## config.mk

```make
export PLATFORM = sky130hd
export DESIGN_NAME = hexscan
export DESIGN_NICKNAME = d
export VERILOG_FILES = /design/src/rtl/fpgalib_pkg.sv /design/src/rtl/hexscan_scan_timer.sv /design/src/rtl/hexscan.sv
export SDC_FILE = /design/constraint.sdc
export NUM_CORES = 1
export LEC_CHECK = 0
export ABC_AREA = 1
export CAP_MARGIN = 20
export CELL_PAD_IN_SITES_DETAIL_PLACEMENT = 2
export CELL_PAD_IN_SITES_GLOBAL_PLACEMENT = 2
export CORE_MARGIN = 2
export CORE_UTILIZATION = 34
export DETAILED_ROUTE_END_ITERATION = 12
export PLACE_DENSITY = 0.88
export SYNTH_ARGS = -nofsm -noshare
export SYNTH_HDL_FRONTEND = slang
export SYNTH_HIERARCHICAL = 1
export SYNTH_SLANG_ARGS = --single-unit
```

## constraint.sdc

```tcl
create_clock -name clk_i -period 2.3 [get_ports clk_i]
set_input_delay 0.575 -clock clk_i [delete_from_list [all_inputs] [get_ports clk_i]]
set_output_delay 0.575 -clock clk_i [all_outputs]
set_load 0.1 [all_outputs]
```

## src/rtl/fpgalib_pkg.sv

```systemverilog
// Shared display types: 5-bit hex code {dp, nibble} used by hexscan and hexdisp,
// plus the scan-slot state encoding.
package fpgalib_pkg;
  localparam int HEX_DP_BIT = 4;

  typedef logic [4:0] hexcode_t;

  typedef enum logic {
    ST_BLANK = 1'b0,
    ST_SHOW  = 1'b1
  } scan_state_e;
endpackage

```

## src/rtl/hexscan_scan_timer.sv

```systemverilog
// Slot timer for hexscan: cycle counter within a slot, slot index and the
// blank/show phase, all held at slot 0 BLANK while disabled.
//   state    | meaning
//   ST_BLANK | guard interval at the start of a slot, all digits dark
//   ST_SHOW  | remainder of the slot, current digit lit
module scan_timer
  import fpgalib_pkg::*;
#(
  parameter int DIGITS = 8,
  parameter int DWELL  = 50000,
  parameter int GUARD  = 500
) (
  input  logic                      clk_i,
  input  logic                      rst_ni,
  input  logic                      enable_i,
  output logic                      in_show_o,
  output logic [$clog2(DIGITS)-1:0] slot_o,
  output logic [$clog2(DIGITS)-1:0] slot_nxt_o,
  output logic                      wrap_o
);
  localparam int CW = $clog2(DWELL);
  localparam int SW = $clog2(DIGITS);

  logic [CW-1:0] cnt_q, cnt_d;
  logic [SW-1:0] slot_q, slot_d;
  scan_state_e   state_q, state_d;
  logic          wrap;

  always_comb begin
    cnt_d   = cnt_q;
    slot_d  = slot_q;
    state_d = state_q;
    wrap    = 1'b0;
    if (!enable_i) begin
      cnt_d   = '0;
      slot_d  = '0;
      state_d = ST_BLANK;
    end else if (cnt_q == CW'(DWELL - 1)) begin
      cnt_d   = '0;
      state_d = ST_BLANK;
      if (slot_q == SW'(DIGITS - 1)) begin
        slot_d = '0;
        wrap   = 1'b1;
      end else begin
        slot_d = slot_q + 1'b1;
      end
    end else begin
      cnt_d = cnt_q + 1'b1;
      if (cnt_q == CW'(GUARD - 1)) state_d = ST_SHOW;
    end
  end

  always_ff @(posedge clk_i or negedge rst_ni) begin
    if (!rst_ni) begin
      cnt_q   <= '0;
      slot_q  <= '0;
      state_q <= ST_BLANK;
    end else begin
      cnt_q   <= cnt_d;
      slot_q  <= slot_d;
      state_q <= state_d;
    end
  end

  assign in_show_o  = (state_q == ST_SHOW);
  assign slot_o     = slot_q;
  assign slot_nxt_o = slot_d;
  assign wrap_o     = wrap;
endmodule

```

## src/rtl/hexscan.sv

```systemverilog
// Seven-segment scan controller: shadow/active code banks with frame-aligned
// commit, driving the current code and active-low digit enables.
module hexscan
  import fpgalib_pkg::*;
#(
  parameter int DIGITS = 8,
  parameter int DWELL  = 50000,
  parameter int GUARD  = 500
) (
  input  logic                      clk_i,
  input  logic                      rst_ni,
  input  logic                      enable_i,
  input  logic                      load_i,
  input  logic [4*DIGITS-1:0]       value_i,
  input  logic [DIGITS-1:0]         dp_i,
  input  logic                      wr_i,
  input  logic [$clog2(DIGITS)-1:0] addr_i,
  input  logic [4:0]                data_i,
  output logic [4:0]                digit_o,
  output logic [DIGITS-1:0]         an_o,
  output logic                      frame_o,
  output logic                      pending_o
);
  localparam int SW = $clog2(DIGITS);

  hexcode_t shadow_q [DIGITS];
  hexcode_t shadow_d [DIGITS];
  hexcode_t active_q [DIGITS];
  hexcode_t active_d [DIGITS];
  hexcode_t digit_q, digit_d;
  logic     pending_q, pending_d;
  logic     frame_q;
  logic     in_show, wrap, commit, wrote;
  logic [SW-1:0] slot, slot_nxt;

  scan_timer #(
    .DIGITS (DIGITS),
    .DWELL  (DWELL),
    .GUARD  (GUARD)
  ) u_timer (
    .clk_i      (clk_i),
    .rst_ni     (rst_ni),
    .enable_i   (enable_i),
    .in_show_o  (in_show),
    .slot_o     (slot),
    .slot_nxt_o (slot_nxt),
    .wrap_o     (wrap)
  );

  // Commit reads the old shadow, so a write landing in the commit cycle waits a frame.
  always_comb begin
    shadow_d  = shadow_q;
    active_d  = active_q;
    pending_d = pending_q;
    wrote     = 1'b0;
    commit    = pending_q && (wrap || !enable_i);
    if (commit) active_d = shadow_q;
    if (load_i) begin
      for (int k = 0; k < DIGITS; k++) begin
        shadow_d[k][HEX_DP_BIT]  = dp_i[k];
        shadow_d[k][3:0]         = value_i[4*k +: 4];
      end
      wrote = 1'b1;
    end
    if (wr_i && (32'(addr_i) < DIGITS)) begin
      shadow_d[addr_i] = data_i;
      wrote            = 1'b1;
    end
    if (wrote)       pending_d = 1'b1;
    else if (commit) pending_d = 1'b0;
    digit_d = active_d[slot_nxt];
  end

  always_ff @(posedge clk_i or negedge rst_ni) begin
    if (!rst_ni) begin
      for (int k = 0; k < DIGITS; k++) begin
        shadow_q[k] <= '0;
        active_q[k] <= '0;
      end
      digit_q   <= '0;
      pending_q <= 1'b0;
      frame_q   <= 1'b0;
    end else begin
      shadow_q  <= shadow_d;
      active_q  <= active_d;
      digit_q   <= digit_d;
      pending_q <= pending_d;
      frame_q   <= wrap;
    end
  end

  assign digit_o   = digit_q;
  assign an_o      = in_show ? ~(DIGITS'(1) << slot) : '1;
  assign frame_o   = frame_q;
  assign pending_o = pending_q;
endmodule

```

=== Word-level counts from Yosys, hierarchy flattened ===
Index checks and enable logic that the tools add are counted.
Widths: inputs -> output; s select.

* Word-level logic and storage cells: 65
* Flip-flop bits (word level): 107
* Output and inout port bits: 15
* Input port bits: 53

* $lt $le $gt $ge: 3
* Equal/unequal tests: 4
* Bitwise gates (word level): 3
* Shifts and indexed selects: 1
* Add/sub/neg operators: 2
* Multiplexer cells: 25
* Reduce and logical (&&, ||, !) cells: 5

{| class="wikitable"
|+ Operators by type and width
! operator !! count
|-
| $mux 40 || 3
|-
| $bwmux 40 || 1
|-
| $mux 16 || 2
|-
| $add 16x1->16 const B || 1
|-
| $eq 16x16->1 const B || 1
|-
| $eq 16x9->1 const B || 1
|-
| $bmux 5 s3 || 1
|-
| $demux 5 s3 || 1
|-
| $mux 5 || 3
|-
| $mux 1 || 10
|-
| $mux 3 || 3
|-
| $ge 4x4->1 const B || 2
|-
| $mux 8 || 1
|-
| $not 3->4 || 2
|-
| $not 8->8 || 1
|-
| $shl 1x3->8 const A || 1
|-
| $lt 4x1->1 const B || 1
|-
| $add 3x1->3 const B || 1
|-
| $eq 3x3->1 const B || 1
|-
| $ne 3x1->1 const B || 1
|-
| $logic_and 1x1->1 || 2
|-
| $reduce_bool 2->1 || 1
|-
| $logic_not 1->1 || 1
|-
| $logic_or 1x1->1 || 1
|}

=== Depth between registers and ports, before layout ===
* Depth in word-level cells: 10
* Depth in mapped cells: 16
* Mapped depth without buffers: 15

=== Hierarchy ===
Netlist, hierarchy kept.

{| class="wikitable"
|+ Modules (own cells, without submodules)
! module !! seq. area each (um2) !! area an instance (um2) !! cells an instance !! instances
|-
| hexscan || 2177.1 || 4246.6 || 485 || 1
|-
| scan_timer || 500.5 || 1113.6 || 139 || 1
|}

=== Least setup slack after synthesis ===
Ideal clock, no wire load.

* Path kind: reg2reg
* From: register u_timer.cnt_q[0]
* To: register digit_q[0], in the netlist digit_o[0]
* Period minus slack after synthesis: 1.983 ns
* Path buffers: 1
* Cell stages (with the launch flop): 16
* Arrival: 1.866 ns
* Data required time: 2.183 ns
* Setup time: 0.117 ns
* Setup slack: 0.317 ns
* Cells stage by stage: dfrtp_1 ha_1 nand3_2 nor2_4 nand2_4 nor3b_2 inv_2 nand2_4 nand2_8 buf_8 nand2_2 nand3_1 nand3_1 nand2_1 nand2_1 nand2_1

* Longest elaborated chain between the ends: 9
* Elaborated cells on any way between the ends: 12
* Classes of those cells: eq/ne (1); mux (8); bitwise (1); reduce/logical (2)

{| class="wikitable"
|+ RTL lines
! item !! line !! text
|-
| start: declaration || hexscan_scan_timer.sv:24 || <nowiki>logic [CW-1:0] cnt_q, cnt_d;</nowiki>
|-
| start signal: assignment || hexscan_scan_timer.sv:59 || <nowiki>cnt_q <= cnt_d;</nowiki>
|-
| $eq 16x16->1 || hexscan_scan_timer.sv:38 || <nowiki>end else if (cnt_q == CW'(DWELL - 1)) begin</nowiki>
|-
| $mux 1 || hexscan_scan_timer.sv:38 ||
|-
| $mux 1 || hexscan_scan_timer.sv:34 || <nowiki>if (!enable_i) begin</nowiki>
|-
| named net wrap || hexscan.sv:33 || <nowiki>logic in_show, wrap, commit, wrote;</nowiki>
|-
| $logic_or 1x1->1 || hexscan.sv:56 || <nowiki>commit = pending_q && (wrap || !enable_i);</nowiki>
|-
| $logic_and 1x1->1 || hexscan.sv:56 ||
|-
| $mux 40 || hexscan.sv:57 || <nowiki>if (commit) active_d = shadow_q;</nowiki>
|-
| $bmux 5 s3 || hexscan.sv:71 || <nowiki>digit_d = active_d[slot_nxt];</nowiki>
|-
| $mux 5 (not written as such) (2 in series) || hexscan.sv:71 ||
|-
| named net digit_d[0] || hexscan.sv:30 || <nowiki>hexcode_t digit_q, digit_d;</nowiki>
|-
| end signal: assignment || hexscan.sv:86 || <nowiki>digit_q <= digit_d;</nowiki>
|-
| end: declaration || hexscan.sv:30 ||
|}

The timed path passes the listed nets, and every way through them passes these cells. The select of a mux whose other input is x is not followed.
A chain may end at the register's enable or synchronous reset.

=== Worst setup path in the final report ===
* From: register u_timer.cnt_q[0]
* To: register digit_q[3], in the netlist digit_o[3]

The elaborated chain is that of the path after synthesis.

==> results.json <==
{
  "worst_pin_slew_ns": 0.698,
  "maxCapViolCount": 0,
  "synthToLayoutAreaGrowth_pct": 37.1,
  "dp.cells": 924,
  "yosys.cell_types.count": 33,
  "end_kind": "flip-flop",
  "hold_buffers": 0,
  "period_needed_ns": 2.49,
  "cts_tree": "built",
  "async_flop_share_pct": 100,
  "violations": "negative setup slack",
  "avgSynthCellArea_sq_um": 8.59,
  "worst_clock_skew_ns": 0.0136,
  "rsz0062_at_grt": "yes",
  "io_buffers": 67,
  "finalSetupTns_ns": -0.561,
  "layout_setup_ws_ns": -0.190,
  "clock_path_buffers": 2,
  "fmax_mhz": 402,
  "first_global_vias": 5780,
  "arrival_ns": 2.79,
  "total_power_mw": 4.90,
  "reg2reg_depth": 14,
  "r2r-start": "u_timer/cnt_q[0]",
  "avgViaCountPerCell": 5.51,
  "fin_crit_sh_pct": 108,
  "r2r_slack_ns": -0.19,
  "grt_pass1_wl_mm": 32.4,
  "vdd_drop_max_v": 0.000388,
  "crit_required_ns": 2.60,
  "layout_common_cells": "nand2_1, dfrtp_1, nand3_1",
  "leakage_nw": 3.54,
  "synthesis.area_sq_mm": 0.00536,
  "crit_slowest_cell": "dfrtp_1",
  "synth_seq_cells": 107,
  "synth_cells": 624,
  "pin_count": 68,
  "rr_endpoint": "digit_o[3]",
  "ys_warn_count": 6,
  "first_pass_iters": 6,
  "clk_pin_slew_worst_paths_ns": 0.08,
  "wire_per_inst_um": 25.0,
  "setup_violations": 5,
  "synth_ff_type": "dfrtp_1",
  "grt_max_degree": 42,
  "final_cells": 956,
  "crit_end": "digit_o[3]",
  "powerDensity_mw_per_mm2": 667,
  "max-slew-margin-rel_pct": 53.5,
  "dr_total_vias": 5267,
  "hold_viol": 0,
  "post-place-ws_ns": -0.217,
  "cpPeakStageDelay_ns": 0.41,
  "drt_iter0_markers": 330,
  "coreArea_sq_mm": 0.0153,
  "detailed_place_hpwl_mm": 14.4,
  "grt-ovfl-total": 0,
  "die_h_um": 130,
  "drt_wl_total_mm": 23.9,
  "layout-drive-gt1-share_pct": 22.6,
  "cp_cell_sequence": "ha_4 > nand3_4 > nor2_4 > nand2_4 > nor3b_4 > inv_4 > nand2_4 > buf_12 > nand3_1 > nand3_1 > nand3_1 > nand2_1 > nand2_1 > nand2_1",
  "die-area_sq_mm": 0.0168,
  "die_w_um": 130,
  "path_class": "flip-flop to flip-flop",
  "hold_class": "primary input to asynchronous set/reset pin",
  "start_kind": "flip-flop",
  "start_util_pct": 35.0,
  "post-route-util_pct": 48.0,
  "cts-htree-levels": 3,
  "syn_nets": 680,
  "critical_path.max_fanout": 5,
  "antenna_cells": 0,
  "startpoint": "u_timer/cnt_q[0]",
  "drc": 0,
  "layout.cells.most_common": "nand2_1",
  "antenna_found_initial": 0,
  "drv_slew": 0,
  "ys_seq_area_share_pct": 50.0,
  "cts_buffers": 9,
  "nets": 796,
  "cts_sinks": 107,
  "grt_usage_pct": 25.6,
  "cts_root_buf": "clkbuf_16",
  "clk_latency_ns": 0.37,
  "rows": 45,
  "synth_edf_count": 0,
  "antenna_left": 0,
  "outcome": "finished with violations",
  "gp_congestion": 0.813
}
==> repair_timing <==
item | CTS | global route
buffers inserted | 1 | 3
endpoints found under the setup margin | 5 | 5
cloned | 2 | 10
gates resized for setup | 10 | 45
pin swaps | 1 | 10
hold endpoints to repair | 0 | 0
==> cell type report <==
| class | instances | area, sq um |
|---|---|---|
| fillers | 1631 | 7970 |
| multi-input cells | 472 | 2700 |
| flip-flops and latches | 107 | 2680 |
| repair buffers | 125 | 1320 |
| well taps | 211 | 264 |
| clock buffers | 10 | 239 |
| inverters | 25 | 96.3 |
| clock inverters | 6 | 50.0 |
==> metrics by stage <==
stage,instance area (sq um),hold WS [ns]
after global routing,7350,0.213
after CTS,6960,0.191
after floorplan,5360,0.279
after global placement,6600,0.446
after detailed placement,6600,0.462
final,7350,0.186
==> worst min path at each step <==
stage	end	slack [ns]	depth (start not counted)
after floorplan	active_q[0]	0.28	0
after global placement	u_timer/cnt_q[0]	0.45	1
after detailed placement	active_q[0]	0.46	2
after CTS	u_timer/cnt_q[15]	0.19	1
after global routing	u_timer/cnt_q[15]	0.21	1
final	u_timer/cnt_q[15]	0.19	1
==> registers in the layout, indices dropped and copies added (netlist names) <==
name	count
active_q	40
digit_o	5
frame_o	1
pending_o	1
shadow_q	40
u_timer/cnt_q	16
u_timer/in_show_o	1
u_timer/slot_o	3
==> cells by family after synthesis <==
group | count (synthesis) | share of synthesized area (%)
flip-flops | 107 | 50.0
adder cells (fa/ha/maj) | 3 | 0.700
XOR/XNOR | 5 | 0.817
multiplexers | 40 | 7.47
buffers and inverters | 53 | 5.32
AND/OR/NAND/NOR | 368 | 30.9
AO/OA/AOI/OAI | 48 | 4.86
==> cells in the mapped netlist (4+ instances only) <==
library cell | n | share of area, %
buf_1 | 5 | 0.35
a21oi_1 | 42 | 3.9
dfrtp_1 | 107 | 50
nand2_1 | 146 | 10
mux2i_1 | 40 | 7.5
nor2_4 | 4 | 0.84
buf_4 | 11 | 1.5
inv_1 | 20 | 1.4
buf_6 | 4 | 0.84
clkbuf_1 | 4 | 0.28
nor2_1 | 83 | 5.8
nand3_1 | 105 | 9.8
inv_2 | 4 | 0.28
nand2_2 | 17 | 2.0
xor2_1 | 4 | 0.65
==> power breakdown <==
part	switching, mW	internal, mW
logic	0.638	0.399
registers	0.194	2.09
clock network	0.798	0.777
total	1.63	3.27
==> worst max-delay path, delay by kind of cell, from the launching register on <==
kind	cells	cell delay (ns)
adder cells (fa/ha/maj)	1	0.17
flip-flops	1	0.41
AND/OR/NAND/NOR	11	1.56
buffers and inverters	2	0.27
==> routing by layer <==
metal | global-route usage (%) | vias to the layer above | wire length [um]
met2 | 46.3 | 190 | 12500
met1 | 30.4 | 2706 | 9500
met4 | 8.98 | 0 | 980
met3 | 4.67 | 71 | 903
li1 | - | 2300 | -
met5 | 0 | - | 0
Power figures use the tool's default switching activity.
